`config.mk`:
```
export PLATFORM = sky130hd
export DESIGN_NAME = sb_param_shadowed_flat
export DESIGN_NICKNAME = d
export VERILOG_FILES = /design/src/rtl/sb_param_shadowed_pkg.sv /design/src/rtl/sb_param_shadowed_if.sv /design/src/rtl/sb_param_shadowed_route_mux.sv /design/src/rtl/sb_param_shadowed.sv /design/src/flat_wrapper.sv
export SDC_FILE = /design/constraint.sdc
export NUM_CORES = 1
export LEC_CHECK = 0
export CAP_MARGIN = 0
export CORE_MARGIN = 4
export CORE_UTILIZATION = 50
export CTS_BUF_LIST = sky130_fd_sc_hd__clkbuf_16
export DETAILED_ROUTE_END_ITERATION = 10
export DONT_BUFFER_PORTS = 1
export GPL_ROUTABILITY_DRIVEN = 0
export PLACE_DENSITY = 0.68
export SYNTH_ARGS = -nofsm -noshare
export SYNTH_HDL_FRONTEND = slang
export SYNTH_HIERARCHICAL = 1
export SYNTH_SLANG_ARGS = --single-unit
export TNS_END_PERCENT = 10
```
`constraint.sdc`:
```
create_clock -name prog_clk -period 2.9 [get_ports prog_clk]
set_input_delay 0.435 -clock prog_clk [delete_from_list [all_inputs] [get_ports prog_clk]]
set_output_delay 0.435 -clock prog_clk [all_outputs]
set_load 0.01 [all_outputs]
```
`src/rtl/sb_param_shadowed_pkg.sv`:
```
// +----------------------------------------------------------------------------+
// | sb_param_pkg : sizing helpers and mux source-index map for the corner SB   |
// | Revision     : 1.0                                                         |
// +----------------------------------------------------------------------------+
`default_nettype none

package sb_param_pkg;

  function automatic int sel_width(input int mux_in);
    return (mux_in < 2) ? 1 : $clog2(mux_in);
  endfunction

  function automatic int cfg_bits(input int chan_w, input int mux_in);
    return 2 * chan_w * sel_width(mux_in);
  endfunction

  // Input 0 of each mux is the neighbouring track of the other channel; inputs
  // 1.. stride through the pin bus in steps of chan_w.
  function automatic int src_index(input int m, input int k, input int chan_w,
                                   input int top_pins, input int right_pins);
    int i;
    if (m < chan_w) begin
      if (k == 0) return (m + 1) % chan_w;
      return (m + (k - 1) * chan_w) % top_pins;
    end
    i = m - chan_w;
    if (k == 0) return (i + chan_w - 1) % chan_w;
    return (i + (k - 1) * chan_w) % right_pins;
  endfunction

endpackage

`default_nettype wire

```
`src/rtl/sb_param_shadowed_if.sv`:
```
// +----------------------------------------------------------------------------+
// | sb_cfg_if : configuration-chain port bundle of the switch block           |
// | Revision  : 1.0                                                            |
// +----------------------------------------------------------------------------+
`default_nettype none

interface sb_cfg_if;
  logic ccff_head;
  logic ccff_en;
  logic cfg_commit;
  logic ccff_tail;
  logic cfg_ready;
  logic cfg_err;

  modport master (
    output ccff_head, ccff_en, cfg_commit,
    input  ccff_tail, cfg_ready, cfg_err
  );

  modport slave (
    input  ccff_head, ccff_en, cfg_commit,
    output ccff_tail, cfg_ready, cfg_err
  );
endinterface

`default_nettype wire

```
`src/rtl/sb_param_shadowed_route_mux.sv`:
```
// +----------------------------------------------------------------------------+
// | sb_route_mux : MUX_IN:1 binary-select mux, zero output for unused codes    |
// | Revision     : 1.0                                                         |
// +----------------------------------------------------------------------------+
`default_nettype none

module sb_route_mux #(
  parameter int MUX_IN = 3,
  parameter int SEL_W  = 2
) (
  input  logic [MUX_IN-1:0] in_i,
  input  logic [SEL_W-1:0]  sel_i,
  output logic              out_o
);

  always_comb begin
    out_o = 1'b0;
    for (int k = 0; k < MUX_IN; k++) begin
      if (sel_i == SEL_W'(k)) out_o = in_i[k];
    end
  end

endmodule

`default_nettype wire

```
`src/rtl/sb_param_shadowed.sv`:
```
// +----------------------------------------------------------------------------+
// | sb_param_shadowed : corner-tile switch block with shadowed config chain    |
// | Option            : SB_CFG_SHADOW_EN adds the commit-loaded active register|
// | Revision          : 1.0                                                    |
// +----------------------------------------------------------------------------+
`default_nettype none

module sb_param_shadowed
  import sb_param_pkg::*;
#(
  parameter int CHAN_W     = 5,
  parameter int MUX_IN     = 3,
  parameter int TOP_PINS   = 10,
  parameter int RIGHT_PINS = 10
) (
  input  logic                  prog_clk,
  input  logic                  pReset,
  input  logic [CHAN_W-1:0]     chany_top_in,
  input  logic [CHAN_W-1:0]     chanx_right_in,
  input  logic [TOP_PINS-1:0]   top_pin_in,
  input  logic [RIGHT_PINS-1:0] right_pin_in,
  output logic [CHAN_W-1:0]     chany_top_out,
  output logic [CHAN_W-1:0]     chanx_right_out,
  sb_cfg_if.slave               cfg
);

  localparam int SEL_W    = sel_width(MUX_IN);
  localparam int NUM_MUX  = 2 * CHAN_W;
  localparam int CFG_BITS = cfg_bits(CHAN_W, MUX_IN);
  localparam int CNT_W    = $clog2(CFG_BITS + 1);
  localparam logic [CNT_W-1:0] CNT_FULL = CNT_W'(CFG_BITS);

  logic [CFG_BITS-1:0] chain_q, chain_d;
  logic [CFG_BITS-1:0] sel_bus;
  logic [CNT_W-1:0]    cnt_q, cnt_d;
  logic                err_q, err_d;
  logic                ready;

  assign ready = (cnt_q == CNT_FULL);

  // A commit restarts the count; a shift in the same cycle is its first bit.
  always_comb begin
    chain_d = chain_q;
    cnt_d   = cnt_q;
    err_d   = err_q;
    if (cfg.ccff_en) begin
      chain_d = {chain_q[CFG_BITS-2:0], cfg.ccff_head};
      if (cnt_q != CNT_FULL) cnt_d = cnt_q + 1'b1;
    end
    if (cfg.cfg_commit) begin
      cnt_d = cfg.ccff_en ? CNT_W'(1) : '0;
      if (!ready) err_d = 1'b1;
    end
  end

  always_ff @(posedge prog_clk) begin
    if (pReset) begin
      chain_q <= '0;
      cnt_q   <= '0;
      err_q   <= 1'b0;
    end else begin
      chain_q <= chain_d;
      cnt_q   <= cnt_d;
      err_q   <= err_d;
    end
  end

`ifdef SB_CFG_SHADOW_EN
  logic [CFG_BITS-1:0] active_q, active_d;

  assign active_d = cfg.cfg_commit ? chain_q : active_q;

  always_ff @(posedge prog_clk) begin
    if (pReset) active_q <= '0;
    else        active_q <= active_d;
  end

  assign sel_bus = active_q;
`else
  assign sel_bus = chain_q;
`endif

  assign cfg.ccff_tail = chain_q[CFG_BITS-1];
  assign cfg.cfg_ready = ready;
  assign cfg.cfg_err   = err_q;

  for (genvar m = 0; m < NUM_MUX; m++) begin : g_mux
    logic [MUX_IN-1:0] mux_in;
    logic              mux_out;

    for (genvar k = 0; k < MUX_IN; k++) begin : g_in
      localparam int SRC = src_index(m, k, CHAN_W, TOP_PINS, RIGHT_PINS);
      if (m < CHAN_W) begin : g_top
        if (k == 0) begin : g_track
          assign mux_in[k] = chanx_right_in[SRC];
        end else begin : g_pin
          assign mux_in[k] = top_pin_in[SRC];
        end
      end else begin : g_right
        if (k == 0) begin : g_track
          assign mux_in[k] = chany_top_in[SRC];
        end else begin : g_pin
          assign mux_in[k] = right_pin_in[SRC];
        end
      end
    end

    sb_route_mux #(
      .MUX_IN (MUX_IN),
      .SEL_W  (SEL_W)
    ) u_mux (
      .in_i  (mux_in),
      .sel_i (sel_bus[m*SEL_W +: SEL_W]),
      .out_o (mux_out)
    );

    if (m < CHAN_W) begin : g_to_top
      assign chany_top_out[m] = mux_out;
    end else begin : g_to_right
      assign chanx_right_out[m-CHAN_W] = mux_out;
    end
  end

endmodule

`default_nettype wire

```
`src/flat_wrapper.sv`:
```
// flat-port wrapper written by rule: the top's interface ports become plain ports
module sb_param_shadowed_flat import sb_param_pkg::*;
#(
  parameter int CHAN_W     = 5,
  parameter int MUX_IN     = 3,
  parameter int TOP_PINS   = 10,
  parameter int RIGHT_PINS = 10
)
  (prog_clk, pReset, chany_top_in, chanx_right_in, top_pin_in, right_pin_in, chany_top_out, chanx_right_out, cfg_ccff_head, cfg_ccff_en, cfg_cfg_commit, cfg_ccff_tail, cfg_cfg_ready, cfg_cfg_err);
  sb_cfg_if cfg_i ();
  input  logic prog_clk;
  input  logic pReset;
  input  logic [CHAN_W-1:0] chany_top_in;
  input  logic [CHAN_W-1:0] chanx_right_in;
  input  logic [TOP_PINS-1:0] top_pin_in;
  input  logic [RIGHT_PINS-1:0] right_pin_in;
  output logic [CHAN_W-1:0] chany_top_out;
  output logic [CHAN_W-1:0] chanx_right_out;
  input wire logic [$bits(cfg_i.ccff_head)-1:0] cfg_ccff_head;
  input wire logic [$bits(cfg_i.ccff_en)-1:0] cfg_ccff_en;
  input wire logic [$bits(cfg_i.cfg_commit)-1:0] cfg_cfg_commit;
  output wire logic [$bits(cfg_i.ccff_tail)-1:0] cfg_ccff_tail;
  output wire logic [$bits(cfg_i.cfg_ready)-1:0] cfg_cfg_ready;
  output wire logic [$bits(cfg_i.cfg_err)-1:0] cfg_cfg_err;
  assign cfg_i.ccff_head = cfg_ccff_head;
  assign cfg_i.ccff_en = cfg_ccff_en;
  assign cfg_i.cfg_commit = cfg_cfg_commit;
  assign cfg_ccff_tail = cfg_i.ccff_tail;
  assign cfg_cfg_ready = cfg_i.cfg_ready;
  assign cfg_cfg_err = cfg_i.cfg_err;
  sb_param_shadowed #(.CHAN_W(CHAN_W), .MUX_IN(MUX_IN), .TOP_PINS(TOP_PINS), .RIGHT_PINS(RIGHT_PINS)) u_core (.prog_clk(prog_clk), .pReset(pReset), .chany_top_in(chany_top_in), .chanx_right_in(chanx_right_in), .top_pin_in(top_pin_in), .right_pin_in(right_pin_in), .chany_top_out(chany_top_out), .chanx_right_out(chanx_right_out), .cfg(cfg_i));
endmodule
```
==> results.md <==
- DP Wirelength: 1.72 mm
- Ratio of routed vias to standard cells: 5.66
- # Post-CTS Setup Buffers: 0
- Share of the yosys chip area belonging to registers: 39.6%
- Setup slack at placement: 1.35 ns
- Antenna violations before repair: 0
- Tot Pwr: 0.697 mW
- Yosys Warn Count: 6
- R2r startpoint: u_core/cnt_q[0]
- Max Buffers Root-to-Sink: 2
- Final wirelength: 2.43 mm
- R2R setup slack: 1.34 ns
- Beginning of the worst hold path: cfg_cfg_commit
- Crit Reg-Reg Endpoint: u_core/cnt_q[3]
- CTS tree: yes
- 1st-iter DRT viols: 31
- Vias in the first global route: 838
- Final max-slew violation count: 0
- DRT antenna net count: 0
- Outcome: completed
- Overall Global Routing Usage: 13.8%
- Post-Layout Cell Count: 157
- Data arrival time of the critical path: 1.17 ns
- Crit path time final: 1.60 ns
- Core area: 0.00250 mm2
- Unrepaired setup endpoints after global routing: false
- Relative slew slack: 83.0%
- Die Span Y: 59.3 um
- Avg Inst Size Synth: 9.39 um2
- Crit Path Category: reg -> out
- First drt pass iteration count: 4
- Post-synth cell types: 25
- Power Density: 525 mW/mm2
- P&R area growth vs syn: 0.856%
- Mapped Nets: 177
- DR vias: 889
- First-pass GRT wire length: 3.74 mm
- Die footprint: 0.00351 mm2
- Final net count: 165
- Fmax: 625 MHz
- Clock Latency Late Sink: 0.26 ns
- Clock Skew: 0.00281 ns
- Worst-path clk slew: 0.06 ns
- Final Hold Viols: 0
- Cells after DPL: 153
- CP endpoint kind: output pin
- Buffers on Ports: 0
- Initial Utilization: 52.6%
- Kind of start point of the critical path: register
- Fillers: 230
- Post-synthesis compound-gate area fraction: 7.61%
- Final worst slack: 1.30 ns
- Main combinational cell family by area after synthesis: multiplexers
- Max_cap viols: 0
- LEAKAGE: 0.545 nW
- Hold_buf cts: 0
- Adder-Cell Fraction of Synth Area: 1.90%
- Hold_ws: 0.242 ns
- WHS Endpoint: u_core/cnt_q[3]
- Overall die width: 59.3 um
- Final worst-path cycle share: 55.2%
- Boundary Pins: 48
- Total negative setup slack: 0 ns
- Congestion Overflow GR: 0
- Synthesized area: 0.00132 mm2
- H-tree depth: 1
- R2R cell count: 6
- Post-Synth XOR/XNOR Area: 0.666%
- Clk sinks: 26
- Worst hold-check path type: in -> reg
- Slew @ Worst Pin: 0.253 ns
- Worst Hold Path Cells: 1
- #FFs+latches synth: 26
- TritonCTS Buffers: 3
- Root buf cell: clkbuf_16
- Multiplexer share of the synthesized area: 22.8%
- Layout cells sized above 1: 5.51%
- Post-synthesis cell count: 140
- Worst VDD drop: 0.481 mV
- Max FO, Critical Path: 6
- DRC errors left: 0
- Resized Gates After CTS: 0
- Largest net degree at the start of global routing: 30
- # setup viols final: 0
- Average wire per cell in the routed design: 15.5 um
- Num rows: 18
- ANT cells: 0
- Critical path required time: 2.47 ns
- Post-Synth Simple-Gate Area: 18.6%
==> sequential cells by signal, indices dropped and copies added (netlist names) <==
signal	flops
u_core/chain_q	20
u_core/cnt_q	5
u_core/cfg.cfg_err	1
==> where the power goes <==
group / internal (mW) / switching, mW
Combinational: 0.0167 / 0.0150
Clock: 0.184 / 0.115
Sequential: 0.361 / 0.00453
==> layout make-up <==
type,count,area (um2),area share (%)
multi-input combinational,94,678,51.1
sequential,26,520,39.2
clock buffer,3,75.1,5.66
tap,30,37.5,2.83
inverter,3,11.3,0.849
clock inverter,1,3.75,0.283
==> cells in the final DEF (no fill, tap or decap) <==
cell type,synthesis,routed
nand2_1,1,1
dfxtp_1,26,26
nor4_1,1,1
xor2_1,1,1
clkinv_1,0,1
nor2_1,22,22
inv_2,1,1
nand4_1,2,2
a21oi_1,3,3
o21ai_1,10,10
a211oi_2,1,1
a211oi_1,1,1
a31oi_1,1,1
nand4b_4,1,1
nand3b_1,10,10
inv_1,2,2
mux2i_1,30,30
nor3_1,1,1
a21o_2,1,1
ha_1,2,2
clkbuf_16,0,3
nand3_1,3,3
nor3b_1,1,1
or3_1,2,2
==> worst max-delay path by stage <==
stage                          startpoint         endpoint  slack, ns  depth (start not counted)
after detailed placement  u_core/cnt_q[0]  u_core/cnt_q[3]       1.35                          6
after floorplan           u_core/cnt_q[0]  u_core/cnt_q[3]       1.48                          6
final                     u_core/cnt_q[0]    cfg_cfg_ready       1.30                          4
after global placement    u_core/cnt_q[0]  u_core/cnt_q[3]       1.45                          6
after global routing      u_core/cnt_q[0]  u_core/cnt_q[3]       1.20                          6
after CTS                 u_core/cnt_q[0]    cfg_cfg_ready       1.29                          4
==> through the flow <==
step	utilization (%)	instance area [um2]
4_1_cts	53.1	1330
2_1_floorplan	-	1320
6_report	53.1	1330
3_5_place_dp	49.9	1250
3_3_place_gp	49.9	1250
5_1_grt	53.1	1330
==> Yosys cell counts (all sizes together) <==
cell type / count / area share, %
nand4: 2 / 0.95
inv: 3 / 0.86
nand4b: 1 / 1.8
nand3: 3 / 1.1
buf: 13 / 6.9
nand2: 1 / 0.29
mux2i: 30 / 23
a21o: 1 / 0.67
a211oi: 2 / 1.5
o21ai: 10 / 3.8
or3: 2 / 0.95
nand3b: 10 / 5.7
xor2: 1 / 0.67
dfxtp: 26 / 40
ha: 2 / 1.9
a21oi: 3 / 1.1
a31oi: 1 / 0.48
nor2: 22 / 6.3
nor4: 1 / 0.48
nor3: 1 / 0.38
clkbuf: 4 / 1.1
nor3b: 1 / 0.57
==> routing by layer <==
metal	vias to the layer above	wire, um	GRT usage (%)
met4	0	12	1.94
met3	2	189	4.36
li1	450	-	-
met1	400	1040	17.2
met2	37	1180	23.6
met5	-	0	0
==> critical path, cell delays in order (launching register included) <==
cell and delay (ns):
dfxtp_1 0.33, inv_1 0.10, ha_1 0.21, nand4b_4 0.15, inv_2 0.12
==> cells by family (layout without fill, tap and decap cells) <==
group	Yosys count	in the layout
compound gates	17	17
xor+xnor	1	1
fa+ha+maj	2	2
buf+inv	20	7
flops	26	26
mux	30	30
simple gates	44	44
(Power assumes the default switching activity.)
